===== config.mk =====
export PLATFORM = sky130hd
export DESIGN_NAME = seg7_scan
export DESIGN_NICKNAME = d
export VERILOG_FILES = /design/src/rtl/seg7_pkg.sv /design/src/rtl/seg7_hex_enc.sv /design/src/rtl/seg7_scan.sv
export SDC_FILE = /design/constraint.sdc
export NUM_CORES = 1
export LEC_CHECK = 0
export CAP_MARGIN = 25
export CORE_MARGIN = 3
export CORE_UTILIZATION = 53
export DETAILED_ROUTE_END_ITERATION = 8
export PLACE_DENSITY = 0.86
export SLEW_MARGIN = 10
export SYNTH_ARGS = -nofsm -noshare
export SYNTH_HDL_FRONTEND = slang
export SYNTH_SLANG_ARGS = --single-unit

===== constraint.sdc =====
create_clock -name clk -period 4.11 [get_ports clk]
set_input_delay 1.0275 -clock clk [delete_from_list [all_inputs] [get_ports clk]]
set_output_delay 1.0275 -clock clk [all_outputs]
set_load 0.01 [all_outputs]

===== src/rtl/seg7_pkg.sv =====
// seg7_pkg: shared constants and types for the seven-segment scan driver.
//   SEG_0..SEG_F : active-low CA..CG patterns (bit6 = CA ... bit0 = CG)
//   SEG_OFF      : all cathodes off, including DP
//   seg7_phase_t : slot phase (BLANK dead time, SHOW digit lit)
//   msd_index()  : index of the highest non-zero nibble (0 when value is 0)
package seg7_pkg;

  localparam logic [6:0] SEG_0 = 7'b0000001;
  localparam logic [6:0] SEG_1 = 7'b1001111;
  localparam logic [6:0] SEG_2 = 7'b0010010;
  localparam logic [6:0] SEG_3 = 7'b0000110;
  localparam logic [6:0] SEG_4 = 7'b1001100;
  localparam logic [6:0] SEG_5 = 7'b0100100;
  localparam logic [6:0] SEG_6 = 7'b0100000;
  localparam logic [6:0] SEG_7 = 7'b0001111;
  localparam logic [6:0] SEG_8 = 7'b0000000;
  localparam logic [6:0] SEG_9 = 7'b0000100;
  localparam logic [6:0] SEG_A = 7'b0001000;
  localparam logic [6:0] SEG_B = 7'b1100000;
  localparam logic [6:0] SEG_C = 7'b0110001;
  localparam logic [6:0] SEG_D = 7'b1000010;
  localparam logic [6:0] SEG_E = 7'b0110000;
  localparam logic [6:0] SEG_F = 7'b0111000;

  localparam logic [7:0] SEG_OFF = 8'hFF;

  typedef enum logic {
    BLANK = 1'b0,
    SHOW  = 1'b1
  } seg7_phase_t;

  function automatic logic [2:0] msd_index(input logic [31:0] v);
    logic [2:0] r;
    r = 3'd0;
    for (int i = 1; i < 8; i++) begin
      if (v[4*i +: 4] != 4'h0) r = 3'(i);
    end
    return r;
  endfunction

endpackage


===== src/rtl/seg7_hex_enc.sv =====
// seg7_hex_enc: combinational hex nibble to seven-segment pattern lookup.
//   i_nibble  in  4 : hex digit
//   o_pattern out 7 : active-low CA..CG (bit6 = CA)
module seg7_hex_enc
  import seg7_pkg::*;
(
  input  logic [3:0] i_nibble,
  output logic [6:0] o_pattern
);

  always_comb begin
    o_pattern = SEG_8;
    case (i_nibble)
      4'h0: o_pattern = SEG_0;
      4'h1: o_pattern = SEG_1;
      4'h2: o_pattern = SEG_2;
      4'h3: o_pattern = SEG_3;
      4'h4: o_pattern = SEG_4;
      4'h5: o_pattern = SEG_5;
      4'h6: o_pattern = SEG_6;
      4'h7: o_pattern = SEG_7;
      4'h8: o_pattern = SEG_8;
      4'h9: o_pattern = SEG_9;
      4'hA: o_pattern = SEG_A;
      4'hB: o_pattern = SEG_B;
      4'hC: o_pattern = SEG_C;
      4'hD: o_pattern = SEG_D;
      4'hE: o_pattern = SEG_E;
      4'hF: o_pattern = SEG_F;
      default: o_pattern = SEG_8;
    endcase
  end

endmodule


===== src/rtl/seg7_scan.sv =====
// seg7_scan: time-multiplexed driver for an eight-digit common-anode
// seven-segment display. Inputs are snapshotted once per frame; each digit
// slot begins with DEAD blanked cycles to suppress ghosting.
//
// Optional build macro: SEG7_LZ_BLANK_EN enables leading-zero suppression.
//
// Ports:
//   clk         in  1  : system clock
//   rst         in  1  : synchronous active-high reset
//   value       in  32 : digit i shows value[4i+3:4i]
//   dp_mask     in  8  : bit i lights DP on digit i
//   digit_en    in  8  : bit i = 0 keeps digit i dark
//   seg         out 8  : active-low cathodes, bit7 = CA .. bit1 = CG, bit0 = DP
//   an          out 8  : active-low anodes, bit i = digit i
//   frame_start out 1  : one-cycle pulse per snapshot load
//
// Phase FSM:
//   state | meaning
//   BLANK | pcnt < DEAD, all anodes and cathodes off
//   SHOW  | pcnt >= DEAD, current digit driven if enabled
module seg7_scan
  import seg7_pkg::*;
#(
  parameter int DIV_W = 11,
  parameter int DEAD  = 16
) (
  input  logic        clk,
  input  logic        rst,
  input  logic [31:0] value,
  input  logic [7:0]  dp_mask,
  input  logic [7:0]  digit_en,
  output logic [7:0]  seg,
  output logic [7:0]  an,
  output logic        frame_start
);

  localparam logic [DIV_W-1:0] DEAD_C = DEAD[DIV_W-1:0];

  logic [DIV_W-1:0] r_pcnt;
  logic [2:0]       r_idx;
  seg7_phase_t      r_state;
  logic [31:0]      r_val;
  logic [7:0]       r_dp;
  logic [7:0]       r_en;
  logic [7:0]       r_seg;
  logic [7:0]       r_an;
  logic             r_fs;

  seg7_phase_t      w_state_next;
  logic [DIV_W-1:0] w_pcnt_next;
  logic             w_snap;
  logic [31:0]      w_cur_val;
  logic [7:0]       w_cur_dp;
  logic [7:0]       w_cur_en;
  logic [3:0]       w_nib;
  logic [6:0]       w_pat;
  logic             w_lz_off;
  logic [7:0]       w_seg_next;
  logic [7:0]       w_an_next;

  assign w_pcnt_next = r_pcnt + 1'b1;
  assign w_snap      = (r_idx == 3'd0) && (r_pcnt == '0);

  // On the snapshot cycle the shadow registers still hold the previous
  // frame, so bypass to the incoming values; this only matters when DEAD=0.
  assign w_cur_val = w_snap ? value    : r_val;
  assign w_cur_dp  = w_snap ? dp_mask  : r_dp;
  assign w_cur_en  = w_snap ? digit_en : r_en;
  assign w_nib     = w_cur_val[4*r_idx +: 4];

`ifdef SEG7_LZ_BLANK_EN
  logic [2:0] r_msd;
  logic [2:0] w_cur_msd;

  assign w_cur_msd = w_snap ? msd_index(value) : r_msd;
  // Digit 0 always shows; a lit DP keeps a leading zero visible.
  assign w_lz_off  = (r_idx != 3'd0) && (r_idx > w_cur_msd) && !w_cur_dp[r_idx];

  always_ff @(posedge clk) begin
    if (rst) begin
      r_msd <= 3'd0;
    end else if (w_snap) begin
      r_msd <= msd_index(value);
    end
  end
`else
  assign w_lz_off = 1'b0;
`endif

  seg7_hex_enc u_hex_enc (
    .i_nibble  (w_nib),
    .o_pattern (w_pat)
  );

  always_ff @(posedge clk) begin
    if (rst) begin
      r_pcnt  <= '0;
      r_idx   <= 3'd0;
      r_state <= BLANK;
      r_val   <= 32'h0;
      r_dp    <= 8'h0;
      r_en    <= 8'h0;
      r_seg   <= SEG_OFF;
      r_an    <= 8'hFF;
      r_fs    <= 1'b0;
    end else begin
      r_pcnt  <= w_pcnt_next;
      r_state <= w_state_next;
      if (&r_pcnt) r_idx <= r_idx + 3'd1;
      if (w_snap) begin
        r_val <= value;
        r_dp  <= dp_mask;
        r_en  <= digit_en;
      end
      r_seg <= w_seg_next;
      r_an  <= w_an_next;
      r_fs  <= w_snap;
    end
  end

  // State tracks the phase of the pcnt value loaded alongside it.
  always_comb begin
    w_state_next = r_state;
    w_seg_next   = SEG_OFF;
    w_an_next    = 8'hFF;
    if (w_pcnt_next < DEAD_C) w_state_next = BLANK;
    else                      w_state_next = SHOW;
    if ((r_state == SHOW) && w_cur_en[r_idx] && !w_lz_off) begin
      w_an_next  = ~(8'b1 << r_idx);
      w_seg_next = {w_pat, ~w_cur_dp[r_idx]};
    end
  end

  assign seg         = r_seg;
  assign an          = r_an;
  assign frame_start = r_fs;

endmodule


==> results.sh <==
export IMPL_syn_cell_area_um2=3760
export IMPL_route_detailed_drc=0
export IMPL_fin_nets=483
export IMPL_place_congestion=0.843
export IMPL_worst_setup_path_type="reg2reg"
export IMPL_first_global_vias=2839
export IMPL_cts_resized_gates=0
export IMPL_cp_end_kind="flop"
export IMPL_cts_setup_buffers=0
export IMPL_cts_tree="done"
export IMPL_die_width_um=90.3
export IMPL_pin_count=67
export IMPL_hpwl_mm=5.89
export IMPL_setup_viol=0
export IMPL_slew_violations=0
export IMPL_drtIter0Drc=94
export IMPL_area_growth_pct=24.2
export IMPL_start_util_pct=55.1
export IMPL_ys_seq_elements=80
export IMPL_htree_levels=3
export IMPL_seq_area_frac_synth_pct=42.5
export IMPL_synth_edf_count=0
export IMPL_grt_first_pass_wirelength_mm=13.5
export IMPL_dieArea_um2=8150
export IMPL_p_leak_nw=1.91
export IMPL_cts_hold_buffers=0
export IMPL_fin_crit_sh_pct=88.6
export IMPL_clk_latency_ns=0.36
export IMPL_vias_per_cell=5.40
export IMPL_route_antenna_remaining_nets=0
export IMPL_r2r_slack_ns=0.47
export IMPL_die_h_um=90.3
export IMPL_grt_antenna_before_repair=0
export IMPL_clk_pin_slew_ns=0.09
export IMPL_slew_headroom_pct=57.1
export IMPL_startpoint_type="flop"
export IMPL_power_density_nw_per_um2=374
export IMPL_numClockSinks=80
export IMPL_root_buffer="clkbuf_8"
export IMPL_postSynthCellCount=354
export IMPL_cts_made_buffers=9
export IMPL_worst_pin_slew_ns=0.643
export IMPL_overflow=0
export IMPL_dp_slack_ns=0.542
export IMPL_whs_ns=0.465
export IMPL_drv_cap=0
export IMPL_syn_num_nets=418
export IMPL_ys_top_cells_by_count="dfxtp_1, nor2_1, mux2i_1, mux4_2, nand2_1"
export IMPL_reg2reg_depth=14
export IMPL_finalHoldViolations=0
export IMPL_ys_top_cells_by_area="dfxtp_1, mux2i_1, mux4_2, nor2_1, ha_1"
export IMPL_firstDrtPassIters=4
export IMPL_whs_path_depth=1
export IMPL_status="finished clean"
export IMPL_arrival_ns=3.94
export IMPL_setup_tns_ns=0
export IMPL_post_route_min_period_ns=3.64
export IMPL_avgSynthCellArea_um2=10.6
export IMPL_yosysUniqueCellTypes=48
export IMPL_routed_wl_mm=8.14
export IMPL_rsz0062_at_grt="false"
export IMPL_drive_gt1_share_pct=13.4
export IMPL_ys_warn_count=0
export IMPL_grt_max_degree=65
export IMPL_grt_usage_pct=20.7
export IMPL_worst_path_max_fanout=21
export IMPL_worst_slack_ns=0.470
export IMPL_hp_class="reg2reg"
export IMPL_synth_ff_type="dfxtp_1"
export IMPL_core_um2=6830
export IMPL_irDropWorstVdd_mv=0.247
export IMPL_rows=30
export IMPL_cts_path_max_buffers=2
export IMPL_routedWlPerCell_um=15.7
export IMPL_ys_async_sr_fraction_pct=0
export IMPL_instances_no_fill=520
export IMPL_vias=2809
export IMPL_timing_fmax_ghz=0.275
export IMPL_place_inst=504
export IMPL_port_buffers=66
export IMPL_clock_skew_ns=0.0118
export IMPL_cp_required_ns=4.41
export IMPL_antenna_cells=0
export IMPL_synth_most_common_cell="dfxtp_1"
export IMPL_netlist_area_leader_share_pct=42.5
export IMPL_yosys_area_top_type="dfxtp_1"
## power by group
group / switching, mW / total [mW] / internal [mW]
sequential: 0.0221 / 0.846 / 0.824
combinational: 0.173 / 0.375 / 0.203
clock: 0.306 / 0.529 / 0.223
total: 0.501 / 1.75 / 1.25
## cells by family after synthesis
kind of cell | synth area share (%)
flops | 42.5
compound gates | 4.02
buf+inv | 4.45
fa+ha+maj | 4.65
xor+xnor | 2.33
mux | 26.9
simple gates | 15.2
## metal layers
metal  wire length [um]  track usage [%]  vias to the layer above
li1                   -                -                     1359
met1               3540             25.6                     1357
met2               4100             35.3                       80
met3                365             5.00                       13
met4                138             7.27                        0
met5                  0                0                        -
## worst paths after layout
check              endpoint      start
setup / recovery     seg[4]   r_idx[1]
hold / removal    r_pcnt[0]  r_pcnt[0]
setup reg to reg     seg[4]   r_idx[1]
hold reg to reg   r_pcnt[0]  r_pcnt[0]
## cell usage in the layout (no fill, tap or decap), drive strengths merged, types with 3 or more instances in the layout
cell type      instances
xnor2                  7
o211ai                 3
a22oi                  4
clkdlybuf4s50         65
clkbuf                 9
buf                   11
inv                   11
mux2i                 53
xor2                   3
nand2b                 3
clkinvlp               5
a21oi                  3
mux4                  20
nor2                  71
dfxtp                 80
ha                    14
and3                   5
nand3                 17
nand2                 17
## state kept, by name, summed over array words and instances, names as in the netlist
signal,count
r_pcnt,11
r_dp,8
r_state,1
seg,8
frame_start,1
r_val,32
r_idx,3
r_en,8
an,8
## metrics by stage
| stage | power [mW] | util, % | area [um^2] |
|---|---|---|---|
| 6_report | 1.75 | 68.5 | 4680 |
| 5_1_grt | 1.83 | 68.5 | 4680 |
| 4_1_cts | 1.76 | 68.5 | 4680 |
| 3_5_place_dp | 1.24 | 65.8 | 4500 |
| 3_3_place_gp | 1.22 | 65.8 | 4500 |
| 2_1_floorplan | 1.14 | - | 3760 |
## worst max-delay path, cell delays in order, from the launching register on
cell	delay, ns
dfxtp_1	0.41
clkinv_1	0.09
ha_1	0.22
nor3b_1	0.36
nand4_4	0.43
buf_4	0.37
mux4_2	0.43
nand2_1	0.08
nand3_1	0.19
inv_1	0.17
ha_1	0.24
inv_1	0.10
mux2i_1	0.09
mux2_1	0.33
nand2_1	0.07
## cell type report
cell class,count,area [um^2]
clock buffer,9,124
clock inverter,7,55.1
fill,542,2150
inverter,11,41.3
multi-input combinational,241,2000
sequential,80,1600
tap,96,120
timing repair buffer,76,731
No activity file was read; power rests on OpenSTA's default activity.
